$ cat src/rtl/cache_mem_responder_if.sv
// Request/response and main-memory signal bundle for the data cache responder.
// The slave modport is the cache side; the master modport is the datapath/memory side.
interface cache_mem_responder_if #(
  parameter int ADDR_W = 32,
  parameter int DATA_W = 32
);
  logic              req_valid;
  logic              req_ready;
  logic              req_we;
  logic              req_is_word;
  logic [ADDR_W-1:0] req_addr;
  logic [DATA_W-1:0] req_wdata;
  logic              resp_valid;
  logic [DATA_W-1:0] resp_rdata;
  logic              stall;
  logic              hit;
  logic              mem_req;
  logic              mem_we;
  logic [ADDR_W-1:0] mem_addr;
  logic [DATA_W-1:0] mem_wdata;
  logic              mem_ack;
  logic [DATA_W-1:0] mem_rdata;

  modport slave (
    input  req_valid, req_we, req_is_word, req_addr, req_wdata, mem_ack, mem_rdata,
    output req_ready, resp_valid, resp_rdata, stall, hit,
           mem_req, mem_we, mem_addr, mem_wdata
  );

  modport master (
    output req_valid, req_we, req_is_word, req_addr, req_wdata, mem_ack, mem_rdata,
    input  req_ready, resp_valid, resp_rdata, stall, hit,
           mem_req, mem_we, mem_addr, mem_wdata
  );
endinterface

$ cat src/rtl/cache_mem_responder.sv
// Direct-mapped write-back data cache with one-word lines serving LW/LB/SW/SB.
// Misses write back a dirty victim, refill from memory, then complete in COMPARE.
module cache_mem_responder #(
  parameter int ADDR_W  = 32,
  parameter int DATA_W  = 32,
  parameter int INDEX_W = 4
) (
  input logic                  clk,
  input logic                  rst_n,
  cache_mem_responder_if.slave bus
);
  localparam int LINES = 1 << INDEX_W;
  localparam int TAG_W = ADDR_W - INDEX_W - 2;

  typedef enum logic [1:0] {IDLE, COMPARE, WRITEBACK, REFILL} state_t;

  state_t state, state_nxt;

  logic [ADDR_W-1:0]  addr_p0;
  logic               we_p0;
  logic               word_p0;
  logic [DATA_W-1:0]  wdata_p0;

  logic [DATA_W-1:0]  line_data [LINES];
  logic [TAG_W-1:0]   line_tag  [LINES];
  logic [LINES-1:0]   line_valid;
  logic [LINES-1:0]   line_dirty;

  logic [TAG_W-1:0]   tag_p0;
  logic [INDEX_W-1:0] idx_p0;
  logic [1:0]         lane_p0;
  logic [DATA_W-1:0]  cur_data;
  logic [TAG_W-1:0]   cur_tag;
  logic               tag_match;

  logic               accept;
  logic               data_we;
  logic [DATA_W-1:0]  data_wval;
  logic               fill;
  logic               set_dirty;
  logic               clr_dirty;

  logic               req_ready;
  logic               resp_valid;
  logic [DATA_W-1:0]  resp_rdata;
  logic               hit;
  logic               mem_req;
  logic               mem_we;
  logic [ADDR_W-1:0]  mem_addr;
  logic [DATA_W-1:0]  mem_wdata;

  function automatic logic [DATA_W-1:0] sext_byte(input logic [DATA_W-1:0] w,
                                                  input logic [1:0] lane);
    logic signed [7:0] b;
    b = w[{lane, 3'b000} +: 8];
    return DATA_W'(b);
  endfunction

  function automatic logic [DATA_W-1:0] merge_byte(input logic [DATA_W-1:0] w,
                                                   input logic [7:0] b,
                                                   input logic [1:0] lane);
    logic [DATA_W-1:0] r;
    r = w;
    r[{lane, 3'b000} +: 8] = b;
    return r;
  endfunction

  assign tag_p0    = addr_p0[ADDR_W-1:INDEX_W+2];
  assign idx_p0    = addr_p0[INDEX_W+1:2];
  assign lane_p0   = addr_p0[1:0];
  assign cur_data  = line_data[idx_p0];
  assign cur_tag   = line_tag[idx_p0];
  assign tag_match = line_valid[idx_p0] && (cur_tag == tag_p0);

  always_comb begin
    state_nxt  = state;
    req_ready  = 1'b0;
    resp_valid = 1'b0;
    resp_rdata = '0;
    hit        = 1'b0;
    mem_req    = 1'b0;
    mem_we     = 1'b0;
    mem_addr   = '0;
    mem_wdata  = '0;
    accept     = 1'b0;
    data_we    = 1'b0;
    data_wval  = cur_data;
    fill       = 1'b0;
    set_dirty  = 1'b0;
    clr_dirty  = 1'b0;
    case (state)
      IDLE: begin
        req_ready = 1'b1;
        if (bus.req_valid) begin
          accept    = 1'b1;
          state_nxt = COMPARE;
        end
      end
      COMPARE: begin
        if (tag_match) begin
          hit        = 1'b1;
          resp_valid = 1'b1;
          state_nxt  = IDLE;
          if (we_p0) begin
            data_we   = 1'b1;
            data_wval = word_p0 ? wdata_p0 : merge_byte(cur_data, wdata_p0[7:0], lane_p0);
            set_dirty = 1'b1;
          end else begin
            resp_rdata = word_p0 ? cur_data : sext_byte(cur_data, lane_p0);
          end
        end else begin
          state_nxt = line_dirty[idx_p0] ? WRITEBACK : REFILL;
        end
      end
      WRITEBACK: begin
        // Victim address comes from the stored tag, which cannot change until the ack.
        mem_req   = 1'b1;
        mem_we    = 1'b1;
        mem_addr  = {cur_tag, idx_p0, 2'b00};
        mem_wdata = cur_data;
        if (bus.mem_ack) begin
          clr_dirty = 1'b1;
          state_nxt = REFILL;
        end
      end
      REFILL: begin
        mem_req  = 1'b1;
        mem_addr = {tag_p0, idx_p0, 2'b00};
        if (bus.mem_ack) begin
          fill      = 1'b1;
          data_we   = 1'b1;
          data_wval = bus.mem_rdata;
          state_nxt = COMPARE;
        end
      end
      default: state_nxt = IDLE;
    endcase
  end

  // Control state: FSM and per-line valid/dirty bits
  always_ff @(posedge clk or negedge rst_n) begin
    if (!rst_n) begin
      state      <= IDLE;
      line_valid <= '0;
      line_dirty <= '0;
    end else begin
      state <= state_nxt;
      if (fill) begin
        line_valid[idx_p0] <= 1'b1;
        line_dirty[idx_p0] <= 1'b0;
      end else if (clr_dirty) begin
        line_dirty[idx_p0] <= 1'b0;
      end else if (set_dirty) begin
        line_dirty[idx_p0] <= 1'b1;
      end
    end
  end

  // Data state: latched request and line storage, qualified by the control bits
  always_ff @(posedge clk) begin
    if (accept) begin
      addr_p0  <= bus.req_addr;
      we_p0    <= bus.req_we;
      word_p0  <= bus.req_is_word;
      wdata_p0 <= bus.req_wdata;
    end
    if (data_we) line_data[idx_p0] <= data_wval;
    if (fill)    line_tag[idx_p0]  <= tag_p0;
  end

  assign bus.req_ready  = req_ready;
  assign bus.resp_valid = resp_valid;
  assign bus.resp_rdata = resp_rdata;
  assign bus.hit        = hit;
  assign bus.stall      = (state != IDLE) && !resp_valid;
  assign bus.mem_req    = mem_req;
  assign bus.mem_we     = mem_we;
  assign bus.mem_addr   = mem_addr;
  assign bus.mem_wdata  = mem_wdata;
endmodule

$ cat src/flat_wrapper.sv
// flat-port wrapper written by rule: the top's interface ports become plain ports
module cache_mem_responder_flat 
#(
  parameter int ADDR_W  = 32,
  parameter int DATA_W  = 32,
  parameter int INDEX_W = 4
)
  (clk, rst_n, bus_req_valid, bus_req_we, bus_req_is_word, bus_req_addr, bus_req_wdata, bus_mem_ack, bus_mem_rdata, bus_req_ready, bus_resp_valid, bus_resp_rdata, bus_stall, bus_hit, bus_mem_req, bus_mem_we, bus_mem_addr, bus_mem_wdata);
  cache_mem_responder_if #(.ADDR_W(ADDR_W), .DATA_W(DATA_W)) bus_i ();
  input logic clk;
  input logic rst_n;
  input wire logic [$bits(bus_i.req_valid)-1:0] bus_req_valid;
  input wire logic [$bits(bus_i.req_we)-1:0] bus_req_we;
  input wire logic [$bits(bus_i.req_is_word)-1:0] bus_req_is_word;
  input wire logic [$bits(bus_i.req_addr)-1:0] bus_req_addr;
  input wire logic [$bits(bus_i.req_wdata)-1:0] bus_req_wdata;
  input wire logic [$bits(bus_i.mem_ack)-1:0] bus_mem_ack;
  input wire logic [$bits(bus_i.mem_rdata)-1:0] bus_mem_rdata;
  output wire logic [$bits(bus_i.req_ready)-1:0] bus_req_ready;
  output wire logic [$bits(bus_i.resp_valid)-1:0] bus_resp_valid;
  output wire logic [$bits(bus_i.resp_rdata)-1:0] bus_resp_rdata;
  output wire logic [$bits(bus_i.stall)-1:0] bus_stall;
  output wire logic [$bits(bus_i.hit)-1:0] bus_hit;
  output wire logic [$bits(bus_i.mem_req)-1:0] bus_mem_req;
  output wire logic [$bits(bus_i.mem_we)-1:0] bus_mem_we;
  output wire logic [$bits(bus_i.mem_addr)-1:0] bus_mem_addr;
  output wire logic [$bits(bus_i.mem_wdata)-1:0] bus_mem_wdata;
  assign bus_i.req_valid = bus_req_valid;
  assign bus_i.req_we = bus_req_we;
  assign bus_i.req_is_word = bus_req_is_word;
  assign bus_i.req_addr = bus_req_addr;
  assign bus_i.req_wdata = bus_req_wdata;
  assign bus_i.mem_ack = bus_mem_ack;
  assign bus_i.mem_rdata = bus_mem_rdata;
  assign bus_req_ready = bus_i.req_ready;
  assign bus_resp_valid = bus_i.resp_valid;
  assign bus_resp_rdata = bus_i.resp_rdata;
  assign bus_stall = bus_i.stall;
  assign bus_hit = bus_i.hit;
  assign bus_mem_req = bus_i.mem_req;
  assign bus_mem_we = bus_i.mem_we;
  assign bus_mem_addr = bus_i.mem_addr;
  assign bus_mem_wdata = bus_i.mem_wdata;
  cache_mem_responder #(.ADDR_W(ADDR_W), .DATA_W(DATA_W), .INDEX_W(INDEX_W)) u_core (.clk(clk), .rst_n(rst_n), .bus(bus_i));
endmodule
$ cat config.mk
export PLATFORM = sky130hd
export DESIGN_NAME = cache_mem_responder_flat
export DESIGN_NICKNAME = d
export VERILOG_FILES = /design/src/rtl/cache_mem_responder_if.sv /design/src/rtl/cache_mem_responder.sv /design/src/flat_wrapper.sv
export SDC_FILE = /design/constraint.sdc
export NUM_CORES = 1
export LEC_CHECK = 0
export BUFFER_PORTS_ARGS = -buffer_cell sky130_fd_sc_hd__buf_2
export CAP_MARGIN = 20
export CORE_AREA = 10 10 219 429
export CTS_CLUSTER_SIZE = 20
export DETAILED_ROUTE_END_ITERATION = 8
export DIE_AREA = 0 0 229 439
export GPL_ROUTABILITY_DRIVEN = 0
export PLACE_DENSITY = 0.79
export SLEW_MARGIN = 10
export SYNTH_ARGS = -nofsm -noshare
export SYNTH_HDL_FRONTEND = slang
export SYNTH_SLANG_ARGS = --single-unit
export TNS_END_PERCENT = 10
$ cat constraint.sdc
create_clock -name clk -period 5.2 [get_ports clk]
set_clock_uncertainty 0.15 [all_clocks]
set_input_delay 0.52 -clock clk [delete_from_list [all_inputs] [get_ports clk]]
set_output_delay 0.52 -clock clk [all_outputs]
set_load 0.02 [all_outputs]
# Word level (Yosys, flattened, before mapping)
# Memories as Yosys holds them, arrays and structs flattened. A register that Yosys moved wholly into a read port is not among the register bits.
# Index checks and enable logic that the tools add are counted.
# Widths: inputs -> output; s select.
word_totals:
  ff_bits: 100
  mem_bits_rw: 928
  inputBits: 102
  word_cells: 82
  n_memories: 2
memory_table:
  columns: ["memory", "words", "width", "rd", "rd_ports_with_merged_regs", "write_ports", "line_no", "source"]
  rows:
  - ["u_core.line_data", 16, 32, 1, 1, 1, "cache_mem_responder.sv:24", "logic [DATA_W-1:0] line_data [LINES];"]
  - ["u_core.line_tag", 16, 26, 1, 1, 1, "cache_mem_responder.sv:25", "logic [TAG_W-1:0] line_tag [LINES];"]
classes:
  addsub: 1
  n_lt_le_gt_ge: 2
  n_eq_ne: 7
  shift: 3
  n_mux: 47
  bitwise_logic: 4
  reduce_logical: 9
op_table:
  columns: ["op", "n"]
  rows:
  - ["$mux 32", 9]
  - ["$pmux 32 s2", 2]
  - ["$mux 16", 3]
  - ["$bwmux 32", 1]
  - ["$or 16x16->16", 2]
  - ["$shift 8x7->32 const A", 1]
  - ["$shiftx 32x6->8", 1]
  - ["$shiftx 8x7->32", 1]
  - ["$eq 26x26->1", 1]
  - ["$mux 1", 21]
  - ["$and 16x16->16", 1]
  - ["$not 16->16", 1]
  - ["$bmux 1 s4", 2]
  - ["$mux 2", 4]
  - ["$mux 4", 2]
  - ["$pmux 2 s4", 1]
  - ["$neg 5->7", 1]
  - ["$ne 2x2->1 const B", 3]
  - ["$lt 4x5->1 const B", 1]
  - ["$demux 1 s4", 1]
  - ["$eq 2x2->1 const B", 2]
  - ["$ge 4x1->1 const B", 1]
  - ["$logic_and 1x1->1", 3]
  - ["$reduce_and 3->1", 1]
  - ["7 further kinds", 7]

# Logic depth before layout (Yosys ltp)
logic_depth:
  word_depth: 8
  mapped_depth: 16
  depth_no_buf: 9

# Worst setup path before layout
# Ideal clock, no wire load.
synth_timing:
  path_kind: "register -> register"
  startpoint: "reg (tool-made name)"
  endpoint: "mem u_core.line_data[12][0] (enable)"
  setup_ns: 0.421
  arrival_ns: 4.324
  t_required_ns: 4.629
  path_slack_ns: 0.305
  stages_incl_launch_ff: 12
  synth_period_minus_slack_ns: 4.895
  path_cell_list: "dfxtp_1 > buf_6 > mux4_2 > mux4_2 > xnor2_1 > nand2_1 > nor4b_1 > and4b_1 > and3_1 > a32oi_1 > buf_2 > nor2_1"
synth_rtl:
  columns: ["element", "line_no"]
  rows:
  - ["end, declared", "cache_mem_responder.sv:24"]

==> results.tsv <==
stage	metric	value	unit
synth	synth.area.top_cells	sky130_fd_sc_hd__edfxtp_1 69%, sky130_fd_sc_hd__mux4_2 13%, sky130_fd_sc_hd__dfrtp_1 2.0%, sky130_fd_sc_hd__mux2i_1 1.6%, sky130_fd_sc_hd__mux2_2 1.6%	
cells_and_area	syn_to_final_growth	15.1	%
clocking	tritoncts	yes	
critical_path	critical_path_arrival	4420	ps
die	die-width	229	um
synth	yosysUniqueCellTypes	71	
cells_and_area	nets	2695	
cells_and_area	drive_above_1_share	0.307	
die	floorplan.rows	153	
global_routing	vias_in_the_first_global_route	25200	
sta	rsz0062_at_grt	no	
sta	fin_crit_sh	0.978	
synth	synth_top_area_cell	sky130_fd_sc_hd__edfxtp_1	
cells_and_area	postLayoutCellArea	49800	um^2
sta	final_hold_viol_count	0	
sta	period_needed	5090	ps
synth	synth-warning-count	0	
detailed_routing	routed_wl	119000	um
cells_and_area	instances_no_fill	3817	
synth	share_of_the_synthesized_area_in_the_top_cell_type	0.691	
detailed_routing	detail-route-antenna-nets	0	
sta	final_setup_violations	0	
global_routing	antenna_found_initial	4	
placed_design	port-buffer-count	201	
global_routing	grt_start_max_net_pins	103	
power_and_ir_drop	cellLeakagePower	17.0	nW
cells_and_area	layout.cells.most_common_list	994 x sky130_fd_sc_hd__edfxtp_1, 256 x sky130_fd_sc_hd__mux4_2, 202 x sky130_fd_sc_hd__buf_2	
cells_and_area	num-fill-cells	6290	
detailed_routing	avgViaCountPerCell	6.42	
min_path	kind_of_path_behind_the_tightest_hold_check	flop to flop	
synth	share_of_the_yosys_chip_area_belonging_to_registers	0.712	
placed_design	area_of_placed_instances	46000	um^2
placed_design	dp_cells	3574	
detailed_routing	route.detailed.wl_per_inst	31.2	um
power_and_ir_drop	total_power	24.3	mW
sta	drv_slew	0	
detailed_routing	drt_drc_violations_left	0	
power_and_ir_drop	cellPowerDensity	488	nW/um^2
synth	synthCells	2271	
placed_design	post-dp-hpwl	72600	um
sta	timing.hold.ws	321	ps
synth	synth.ff_latch_count	1032	
clocking	clock_tree.htree_level_count	3	
die	design.die.area	101000	um^2
global_routing	grt_overflow_total	0	
sta	worstMarginPinSlew	1180	ps
sta	setup-tns-final	0	ps
job	cap_violations	0	
detailed_routing	initialDrtViolationCount	2966	
clocking	cts_bufs_inserted	89	
sta	clock.fmax	197	MHz
synth	synth.cell_area	43200	um^2
sta	worst_slew_margin_rel	0.199	
cells_and_area	most_common_cell_after_layout_fill_and_taps_aside	sky130_fd_sc_hd__edfxtp_1	
detailed_routing	routed-via-count	24500	
clocking	clock_sink_count	1032	
outcome	run_status	completed	
clocking	insertion_delay	680	ps
synth	ys_async_sr_fraction	0.0329	
global_routing	grt_pass1_wl	172000	um
critical_path	critical_path_peak_fanout	32	
clocking	cts.path.max_buffers	3	
power_and_ir_drop	max-vdd-ir-drop	0.314	mV
synth	ys.flop_type	sky130_fd_sc_hd__edfxtp_1	
synth	synth_enable_flop_cells	994	
die	pin_count	204	
global_routing	global_route.usage.total	0.233	
die	die_height	439	um
critical_path	required	4530	ps
detailed_routing	drt_first_pass_iters	6	
critical_path	setup.reg_to_reg.worst_slack	410	ps
critical_path	startpoint_type	flop	
die	floorplan.initialDensity	0.497	
critical_path	setup.worst_path.class	flop to output pin	
critical_path	type_of_destination_of_the_critical_path	output pin	
clocking	clkSlewWorstSetupHoldPaths	80	ps
die	core_region_area	86900	um^2
clocking	ctsRootBufferMaster	sky130_fd_sc_hd__clkbuf_16	
synth	synth_area_per_inst	19.0	um^2
critical path, cell delays in order (launching register included):
cell and delay [ps]:
sky130_fd_sc_hd__dfxtp_4 580, sky130_fd_sc_hd__buf_4 340, sky130_fd_sc_hd__mux4_2 370, sky130_fd_sc_hd__mux2_2 300, sky130_fd_sc_hd__a32o_1 230, sky130_fd_sc_hd__a311o_1 280, sky130_fd_sc_hd__nor4_1 560, sky130_fd_sc_hd__and4_1 320
sky130_fd_sc_hd__nand4b_1 90, sky130_fd_sc_hd__buf_4 250, sky130_fd_sc_hd__a21oi_1 180, sky130_fd_sc_hd__buf_2 200
report_power, final:
group | leakage [nW] | total (mW) | internal [mW] | switching [mW]
Clock | 1.38 | 6.63 | 3.67 | 2.96
Sequential | 9.45 | 11.0 | 10.7 | 0.330
Combinational | 6.16 | 6.60 | 2.40 | 4.20
layer usage:
metal	vias to the layer above	track usage	routed length [um]
li1	9902	-	-
met3	378	0.0545	11800
met5	-	0	16
met2	1733	0.402	60900
met4	2	0.126	6810
met1	12500	0.266	39800
what timing repair did:
item | CTS | global route
buffers inserted | 1 | 10
cloned | 1 | 1
hold buffers | 67 | 0
resized for setup | 3 | 2
pin swaps | 0 | 1
endpoints found under the setup margin | 32 | 31
hold endpoints to repair | 103 | 0
final cells by class:
class | count | area (um^2) | area share
clock buffers | 108 | 2380 | 0.0479
clock inverters | 50 | 473 | 0.00950
flip-flops and latches | 1032 | 30800 | 0.619
diodes | 4 | 10.0 | 0.000201
well taps | 1162 | 1450 | 0.0292
multi-input cells | 1043 | 11700 | 0.235
inverters | 57 | 215 | 0.00432
repair buffers | 361 | 2760 | 0.0554
flip-flops by register name, summed over array words and instances (netlist names), named ones only:
name               flops
u_core.wdata_p0       32
u_core.line_valid     16
u_core.line_data     512
u_core.word_p0         1
u_core.state           2
u_core.addr_p0        32
u_core.we_p0           1
u_core.line_tag      416
logic make-up after synthesis:
group	share of synthesized area
compound gates	0.0526
xor+xnor	0.00446
fa+ha+maj	0.00261
buf+inv	0.0242
flops	0.712
mux	0.166
other cells	0.0000868
simple gates	0.0375
synth_stat cells (10+ instances only):
master,count
sky130_fd_sc_hd__o211a_1,25
sky130_fd_sc_hd__or2_2,17
sky130_fd_sc_hd__a21oi_1,72
sky130_fd_sc_hd__dfrtp_1,34
sky130_fd_sc_hd__and2_1,36
sky130_fd_sc_hd__nor2_1,68
sky130_fd_sc_hd__buf_2,33
sky130_fd_sc_hd__a22o_1,74
sky130_fd_sc_hd__a21oi_2,10
sky130_fd_sc_hd__buf_6,16
sky130_fd_sc_hd__mux4_2,256
sky130_fd_sc_hd__mux2i_1,71
sky130_fd_sc_hd__nand3_1,19
sky130_fd_sc_hd__nor2b_1,27
sky130_fd_sc_hd__edfxtp_1,994
sky130_fd_sc_hd__xnor2_1,17
sky130_fd_sc_hd__nand2_1,94
sky130_fd_sc_hd__o21ai_0,13
sky130_fd_sc_hd__buf_4,31
sky130_fd_sc_hd__mux2_2,60
sky130_fd_sc_hd__nand2b_1,15
sky130_fd_sc_hd__clkbuf_1,52
sky130_fd_sc_hd__a211o_1,24
sky130_fd_sc_hd__inv_1,55
sky130_fd_sc_hd__o22ai_1,20
stage by stage:
step,utilization,setup WS (ps)
2_1_floorplan,-,305
6_report,0.573,114
5_1_grt,0.573,26.8
4_1_cts,0.571,49.4
3_5_place_dp,0.530,328
3_3_place_gp,0.529,391
path summary, 6_finish.rpt:
| check | from | endpoint | cells after the start |
|---|---|---|---|
| min in group asynchronous | rst_n | u_core.line_valid[4] | 2 |
| min | u_core.line_valid[7] | u_core.line_valid[7] | 1 |
| max reg2reg | flop | u_core.line_data[15][5] | 10 |
| min reg2reg | u_core.line_valid[7] | u_core.line_valid[7] | 1 |
| max in group asynchronous | rst_n | u_core.line_valid[13] | 2 |
| max | flop | bus_resp_rdata[10] | 11 |
Power figures use the tool's default switching activity.
